## src/rtl/config_pkg.sv

```systemverilog
// Derived core configuration consumed by the data-cache flush walker.
package config_pkg;

   typedef struct packed {
      int unsigned DCACHE_INDEX_WIDTH;
      int unsigned DCACHE_OFFSET_WIDTH;
      int unsigned DCACHE_SET_ASSOC;
      int unsigned DCACHE_SET_ASSOC_WIDTH;
      logic        DcacheFlushOnFence;
      logic        DcacheInvalidateOnFlush;
   } cva6_cfg_t;

   // Baseline geometry: 256 sets of 16-byte lines, 8 ways, flush on fence.
   localparam cva6_cfg_t cva6_cfg_empty = '{
      DCACHE_INDEX_WIDTH:      12,
      DCACHE_OFFSET_WIDTH:     4,
      DCACHE_SET_ASSOC:        8,
      DCACHE_SET_ASSOC_WIDTH:  3,
      DcacheFlushOnFence:      1'b1,
      DcacheInvalidateOnFlush: 1'b0
   };

endpackage

```

## src/rtl/dcache_flush_walker.sv

```systemverilog
// Walks every set/way of the write-back D-cache on fence or flush, reading
// tag status per set and issuing writeback and/or invalidate line operations.
module dcache_flush_walker #(
   parameter config_pkg::cva6_cfg_t CVA6Cfg = config_pkg::cva6_cfg_empty,
   localparam int unsigned SetW = CVA6Cfg.DCACHE_INDEX_WIDTH - CVA6Cfg.DCACHE_OFFSET_WIDTH,
   localparam int unsigned Ways = CVA6Cfg.DCACHE_SET_ASSOC,
   localparam int unsigned WayW = CVA6Cfg.DCACHE_SET_ASSOC_WIDTH
) (
   input  logic            clk_i,
   input  logic            rst_i,
   input  logic            fence_i,
   input  logic            flush_i,
   output logic            busy_o,
   output logic            done_o,
   output logic            tag_req_o,
   input  logic            tag_gnt_i,
   output logic [SetW-1:0] tag_set_o,
   input  logic [Ways-1:0] valid_i,
   input  logic [Ways-1:0] dirty_i,
   output logic            line_req_o,
   input  logic            line_gnt_i,
   output logic [SetW-1:0] line_set_o,
   output logic [WayW-1:0] line_way_o,
   output logic            line_wb_o,
   output logic            line_inv_o
);

   typedef enum logic [2:0] {IDLE, READ, WAIT, SCAN, DONE} state_e;

   state_e            state_q, nxt_state;
   logic [SetW-1:0]   set_q, nxt_set;
   logic [Ways-1:0]   mask_q, nxt_mask;
   logic [Ways-1:0]   dirty_q, nxt_dirty;
   logic              inv_q, nxt_inv;
   logic [WayW-1:0]   cur_way, nxt_way;
   logic              nxt_line_req;

   // Lowest-numbered set bit of a way mask (0 when empty).
   function automatic logic [WayW-1:0] lowest_way(input logic [Ways-1:0] m);
      logic [WayW-1:0] r;
      r = '0;
      for (int unsigned i = Ways; i > 0; i--) begin
         if (m[i-1]) r = WayW'(i - 1);
      end
      return r;
   endfunction

   // Next-state, next-set and mask bookkeeping for the walk.
   always_comb begin
      nxt_state = state_q;
      nxt_set   = set_q;
      nxt_mask  = mask_q;
      nxt_dirty = dirty_q;
      nxt_inv   = inv_q;
      cur_way   = lowest_way(mask_q);
      case (state_q)
         IDLE: begin
            if (flush_i || (fence_i && CVA6Cfg.DcacheFlushOnFence)) begin
               nxt_state = READ;
               nxt_set   = '0;
               nxt_inv   = flush_i | CVA6Cfg.DcacheInvalidateOnFlush;
            end else if (fence_i) begin
               nxt_state = DONE;
            end
         end
         READ: begin
            if (tag_gnt_i) nxt_state = WAIT;
         end
         WAIT: begin
            nxt_mask  = inv_q ? valid_i : (valid_i & dirty_i);
            nxt_dirty = dirty_i;
            nxt_state = SCAN;
         end
         SCAN: begin
            if (mask_q != '0) begin
               if (line_gnt_i) nxt_mask[cur_way] = 1'b0;
            end else if (set_q == '1) begin
               nxt_state = DONE;
            end else begin
               nxt_set   = set_q + 1'b1;
               nxt_state = READ;
            end
         end
         DONE: nxt_state = IDLE;
         default: nxt_state = IDLE;
      endcase
      nxt_way      = lowest_way(nxt_mask);
      nxt_line_req = (nxt_state == SCAN) && (nxt_mask != '0);
   end

   // State registers; outputs are registered from the next-state values so
   // each one reflects the state it is asserted in.
   always_ff @(posedge clk_i or posedge rst_i) begin
      if (rst_i) begin
         state_q    <= IDLE;
         set_q      <= '0;
         mask_q     <= '0;
         dirty_q    <= '0;
         inv_q      <= 1'b0;
         busy_o     <= 1'b0;
         done_o     <= 1'b0;
         tag_req_o  <= 1'b0;
         tag_set_o  <= '0;
         line_req_o <= 1'b0;
         line_set_o <= '0;
         line_way_o <= '0;
         line_wb_o  <= 1'b0;
         line_inv_o <= 1'b0;
      end else begin
         state_q    <= nxt_state;
         set_q      <= nxt_set;
         mask_q     <= nxt_mask;
         dirty_q    <= nxt_dirty;
         inv_q      <= nxt_inv;
         busy_o     <= (nxt_state != IDLE);
         done_o     <= (nxt_state == DONE);
         tag_req_o  <= (nxt_state == READ);
         tag_set_o  <= (nxt_state == READ) ? nxt_set : '0;
         line_req_o <= nxt_line_req;
         line_set_o <= nxt_line_req ? nxt_set : '0;
         line_way_o <= nxt_line_req ? nxt_way : '0;
         line_wb_o  <= nxt_line_req ? nxt_dirty[nxt_way] : 1'b0;
         line_inv_o <= nxt_line_req ? nxt_inv : 1'b0;
      end
   end

endmodule

```

## config.mk

```make
export PLATFORM = sky130hd
export DESIGN_NAME = dcache_flush_walker
export DESIGN_NICKNAME = d
export VERILOG_FILES = /design/src/rtl/config_pkg.sv /design/src/rtl/dcache_flush_walker.sv
export SDC_FILE = /design/constraint.sdc
export NUM_CORES = 1
export LEC_CHECK = 0
export ABC_AREA = 1
export CAP_MARGIN = 25
export CELL_PAD_IN_SITES_DETAIL_PLACEMENT = 0
export CELL_PAD_IN_SITES_GLOBAL_PLACEMENT = 1
export CORE_MARGIN = 5
export CORE_UTILIZATION = 46
export CTS_CLUSTER_SIZE = 28
export DETAILED_ROUTE_END_ITERATION = 6
export DONT_BUFFER_PORTS = 1
export PLACE_DENSITY = 0.84
export SETUP_SLACK_MARGIN = 0.15
export SYNTH_ARGS = -nofsm -noshare
export SYNTH_HDL_FRONTEND = slang
export SYNTH_SLANG_ARGS = --single-unit
```

## constraint.sdc

```tcl
create_clock -name clk_i -period 2.3 [get_ports clk_i]
set_clock_uncertainty 0.15 [all_clocks]
set_input_delay 0 -clock clk_i [delete_from_list [all_inputs] [get_ports clk_i]]
set_output_delay 0 -clock clk_i [all_outputs]
set_load 0.005 [all_outputs]
```

# After elaboration in Yosys (flattened, before gate mapping)
# Cells that the tools add are included.
# Widths: inputs -> output; s select.
# word_totals
reg_bits,53
inputBits,22
elab_cells,77
# op_classes
add_sub_neg,1
n_lt_le_gt_ge,3
eq_ne,7
n_mux,42
bitwise_logic,3
reduce_logical,7
# op_table
op,count
$mux 8,9
$mux 3,22
$pmux 8 s2,2
$and 8x8->8,2
$reduce_bool 8->1,2
$pmux 3 s4,1
$eq 3x2->1 const B,3
$add 8x1->8 const B,1
$eq 8x8->1 const B,1
$lt 3x4->1 const B,2
$not 8->8,1
$eq 3x1->1 const B,2
$mux 1,6
$bmux 1 s3,1
$demux 1 s3,1
$eq 3x3->1 const B,1
$ge 3x1->1 const B,1
$logic_not 3->1,1
$reduce_bool 3->1,1
$logic_and 1x1->1,2
$logic_or 1x1->1,1

# Depth between registers and ports, before layout
# logic_depth
depth_word,28
depth_mapped,22

# Least setup slack after synthesis
# No wires, ideal clock.
# synth_path
path_type,register to register
start,register mask_q[5]
end,register line_set_o[6]
setup_ps,127
arrival_ps,1761
required_ps,2023
slack_ps,262
path_stages_with_launch,16
path_buffers,1
synth_period_minus_slack_ps,2038
path_cell_list,dfrtp_1 -> nor2_1 -> nand3_2 -> nor2_4 -> nor2_2 -> nand2_1 -> nand2_1 -> a21oi_2 -> inv_2 -> nor2_4 -> nand2_1 -> inv_1 -> a21oi_2 -> inv_2 -> buf_6 -> nor2_1
# synth_via
elab_chain_len,18
word_cells_on_any_way,25
classes_between,order compare: 2; eq/ne: 1; mux: 16; bitwise: 2; reduce/logical: 4
# synth_lines
item,line,rtl
"start, declared",dcache_flush_walker.sv:32,"logic [Ways-1:0] mask_q, nxt_mask;"
"start signal, assigned",dcache_flush_walker.sv:112,mask_q <= nxt_mask;
$mux 3 (6 in a row),dcache_flush_walker.sv:43,if (m[i-1]) r = WayW'(i - 1);
$lt 3x4->1 (not written as such) / $ge 3x1->1 (equally long branches),dcache_flush_walker.sv:76,if (line_gnt_i) nxt_mask[cur_way] = 1'b0;
$logic_and 1x1->1 (not written as such),dcache_flush_walker.sv:76,
$mux 1 (not written as such),dcache_flush_walker.sv:76,
$demux 1 s3,dcache_flush_walker.sv:76,
$not 8->8 (no line),n/a,
$and 8x8->8 (no line),n/a,
$mux 8,dcache_flush_walker.sv:76,
$mux 8 (*),dcache_flush_walker.sv:75,if (mask_q != '0) begin
$pmux 8 s2 (*),dcache_flush_walker.sv:56,case (state_q)
named net nxt_mask[0],dcache_flush_walker.sv:32,
$reduce_bool 8->1 (*),dcache_flush_walker.sv:88,nxt_line_req = (nxt_state == SCAN) && (nxt_mask != '0);
$logic_and 1x1->1 (*),dcache_flush_walker.sv:88,
named net nxt_line_req,dcache_flush_walker.sv:36,logic nxt_line_req;
$mux 8 (*),dcache_flush_walker.sv:120,line_set_o <= nxt_line_req ? nxt_set : '0;
"end signal, assigned",dcache_flush_walker.sv:120,
"end, declared",dcache_flush_walker.sv:22,"output logic [SetW-1:0] line_set_o,"
# Mark *: on every way through the listed nets, which the timed path passes. The rest lies on a longest branch.

# Final worst setup path
# layout_path
start,register mask_q[4]
end,register line_wb_o
# layout_via
word_cells_on_any_way,32
classes_between,order compare: 2; eq/ne: 1; mux: 23; bitwise: 2; reduce/logical: 4
# layout_rtl
item,line,rtl
$mux 3 (5 in a row),dcache_flush_walker.sv:43,
$lt 3x4->1 (not written as such) / $ge 3x1->1 (equally long branches),dcache_flush_walker.sv:76,
$logic_and 1x1->1 (not written as such),dcache_flush_walker.sv:76,
$mux 1 (not written as such),dcache_flush_walker.sv:76,
$demux 1 s3,dcache_flush_walker.sv:76,
$not 8->8 (no line),n/a,
$and 8x8->8 (no line),n/a,
$mux 8,dcache_flush_walker.sv:76,
$mux 8 (*),dcache_flush_walker.sv:75,
$pmux 8 s2 (*),dcache_flush_walker.sv:56,
named net nxt_mask[6],dcache_flush_walker.sv:32,
$mux 3 (7 in a row),dcache_flush_walker.sv:43,
$bmux 1 s3,dcache_flush_walker.sv:122,line_wb_o <= nxt_line_req ? nxt_dirty[nxt_way] : 1'b0;
$mux 1 (not written as such),dcache_flush_walker.sv:122,
$mux 1 (*),dcache_flush_walker.sv:122,
"end signal, assigned",dcache_flush_walker.sv:122,
"end, declared",dcache_flush_walker.sv:24,"output logic line_wb_o,"
# Mark *: on every way through the listed nets, which the timed path passes. The rest lies on a longest branch. The select of a mux whose other input is x is not followed.

==> flow_summary.toml <==
[detailed_routing]
wl_um = 6580
drt_iter0_drc = 69
wl_per_cell_um = 14.53
viasPerCell = 4.921
final_antenna_net_count = 0
vias = 2229
route.detailed.drc = 0
drt_pass1_iterations = 4

[setup_path]
crit_start = "mask_q[4]"
r2r_start = "mask_q[4]"
reg2reg_depth = 17
ff2ff_setup_slack_ps = 20
r2r_end = "line_wb_o"
crit_required_ps = 2360
cp-start-kind = "register"
critPathMaxFanout = 4
worstSetupPathType = "register to register"
setup.worst_path.end = "line_wb_o"
end_kind = "register"
crit_arrival_ps = 2340

[pwr]
vdd_drop_max_mv = 0.6407
p_per_area_nw_per_um2 = 1435
p_leak_nw = 1.779

[placement]
place_inst = 396
gp_congestion = 0.8039
dp_hpwl_um = 4401
portBuffers = 0
pre_cts_slack_ps = 20.05

[clocking]
cts_tree = "yes"
path_clk_slew_ps = 90
cts.path.max_buffers = 2
htreeDepth = 2
clk_latency_ps = 300
cts_made_buffers = 5
cts-root-buf = "clkbuf_8"
cts.sink_count = 53

[global_route]
first_global_vias = 2282
grt.total_usage_pct = 18.66
overflow = 0
grt_antenna_before_repair = 0
grt_max_degree = 24
grt_first_pass_wirelength_um = 10740

[sta]
worst_pin_slew_ps = 691.3
finalCritPeriodShare_pct = 99.34
relSlewSlack_pct = 53.76
rsz0062_at_grt = "yes"
min_period_ps = 2285
slew_viol_final = 0
setup_ws_ps = 15.18
setup_viol = 0
tns_ps = 0
finalHoldViolCount = 0
fmax_mhz = 437.7

[layout]
fillers = 450
synthToLayoutAreaGrowth_pct = 37.82
n_antenna_cell = 0
stdcell_count = 453
final_nets = 403
fin_util_pct = 64.65
drive_gt1_share_pct = 35.70

[synthesis]
netlist_area_um2 = 2567
synth.distinct_cells = 32
postSynthAreaPerCell_um2 = 8.203
syn-num-nets = 336
ys.warnings.count = 0
synth-seq-cells = 53
syn_inst = 313
ys_seq_area_share_pct = 51.66

[die]
core_area_um2 = 5473
ios = 47
die_h_um = 84.71
fp-row-count = 27
dieArea_um2 = 7176
start_util_pct = 46.91
die_w_um = 84.71

[worst_hold_path]
min_path_type = "input port to async pin"

[outcome]
status = "finished clean"

[job]
drv_cap = 0
cell type report:
class                           instances  area [um^2]  share of cell area, %
Timing Repair Buffer                   64        554.3                  15.66
Timing Repair inverter                  1        7.507                 0.2122
Multi-Input combinational cell        189         1190                  33.63
Clock buffer                            5        68.82                  1.945
Sequential cell                        53         1329                  37.55
Inverter                               66        255.2                  7.214
Tap cell                               72        90.09                  2.546
Clock inverter                          3        43.79                  1.238
cell families (layout without fill, tap and decap cells):
logic type,count (synthesis),after routing,synth area share [%]
simple gates,146,146,26.51
fa+ha+maj,1,1,0.4873
xor+xnor,2,2,0.6824
flops,53,53,51.66
buf+inv,71,139,10.72
compound gates,40,40,9.941
through the flow:
step	total power, W	hold slack, ps	cell area, um^2
2_1_floorplan	0.002973	-13.42	2567
3_3_place_gp	0.003519	-270.6	2750
3_5_place_dp	0.003527	-264.7	2750
4_1_cts	0.004635	36.98	3274
5_1_grt	0.005520	38.60	3538
6_report	0.005076	39.29	3538
sequential cells by signal (all words and copies together) (netlist names):
register / flops
dirty_q: 8
line_set_o: 8
mask_q: 8
set_q: 8
tag_set_o: 8
line_way_o: 3
state_q: 3
busy_o: 1
done_o: 1
inv_q: 1
line_inv_o: 1
line_req_o: 1
line_wb_o: 1
tag_req_o: 1
per-layer routing:
layer / routed length, um / vias to the layer above / share of wire, % / track usage [%]
met5: 0 / - / 0 / 0
met4: 173 / 0 / 2.6 / 6.331
met3: 388 / 19 / 5.9 / 4.809
met2: 3393 / 55 / 52 / 33.38
met1: 2626 / 1061 / 40 / 21.59
li1: - / 1094 / - / -
what timing repair did:
| item | CTS | global route |
|---|---|---|
| gates cloned | 2 | 0 |
| hold buffers | 21 | 0 |
| setup buffers | 11 | 15 |
| setup endpoints to repair | 22 | 29 |
| endpoints found under the hold margin | 76 | 0 |
| pin swaps | 18 | 20 |
| gates resized for setup | 35 | 46 |
cells in the mapped netlist (all sizes together):
library cell	n	area share (%)
buf	2	0.63
o21ai	20	4.0
clkbuf	3	0.44
nand4	3	0.73
or2	7	1.7
a21oi	7	1.9
nand2	59	9.7
o211a	3	1.2
nor3	6	1.2
dfrtp	53	52
o21a	2	0.58
a22oi	1	0.29
nor4	1	0.24
nor2	53	9.4
xor2	2	0.68
nand3b	1	0.29
a31oi	3	0.73
inv	66	9.6
nand3	16	3.3
o211ai	4	1.2
ha	1	0.49
report_power, final:
| part | total [W] | leakage [nW] | switching (W) | internal, W |
|---|---|---|---|---|
| registers | 0.00143 | 0.687 | 0.000205 | 0.00123 |
| logic | 0.00302 | 1.03 | 0.00177 | 0.00124 |
| clock network | 0.000629 | 0.0585 | 0.000302 | 0.000326 |
critical path, cell delays in order, from the launching register on:
cell and delay, ps:
dfrtp_1 400, nor2_2 120, o21ai_1 80, nand2_1 110, nand3_2 120, nor2_4 130, nand2_1 70, a21oi_2 190
buf_4 130, inv_1 50, o21ai_1 140, nand2_1 90, nand2_2 120, inv_2 50, nand3_1 70, nand2_1 50
nor2_1 90, nor2_1 40
placed cells by master (no fill, tap or decap), types with 2 or more instances in the layout:
cell            n
nand2_4         6
a31oi_2         2
o21ai_1         3
nand3_1        10
a21oi_2         4
buf_6           3
inv_1          48
o21a_1          2
nand3_2         6
o211a_1         3
nand2_2        10
inv_2          15
dfrtp_1        51
o21ai_2         4
clkbuf_8        5
buf_4          38
dlygate4sd3_1  21
nor2_4         11
nand4_1         3
xor2_1          2
or2_2           7
dfrtp_2         2
o211ai_1        4
nor2_1         33
inv_4           3
a21oi_4         2
nor2_2          8
nand2_1        43
nor3_1          5
o21ai_0        13
worst min path at each step:
stage / depth (start not counted) / slack [ps] / end / start
floorplan: 2 / -10 / dirty_q[1] / dirty_i[1]
global placement: 1 / -270 / tag_set_o[4] / rst_i
detailed placement: 1 / -260 / line_set_o[4] / rst_i
CTS: 3 / 40 / set_q[4] / rst_i
global route: 3 / 40 / mask_q[1] / valid_i[1]
finish: 3 / 40 / set_q[4] / rst_i
No activity file was read; power rests on OpenSTA's default activity.
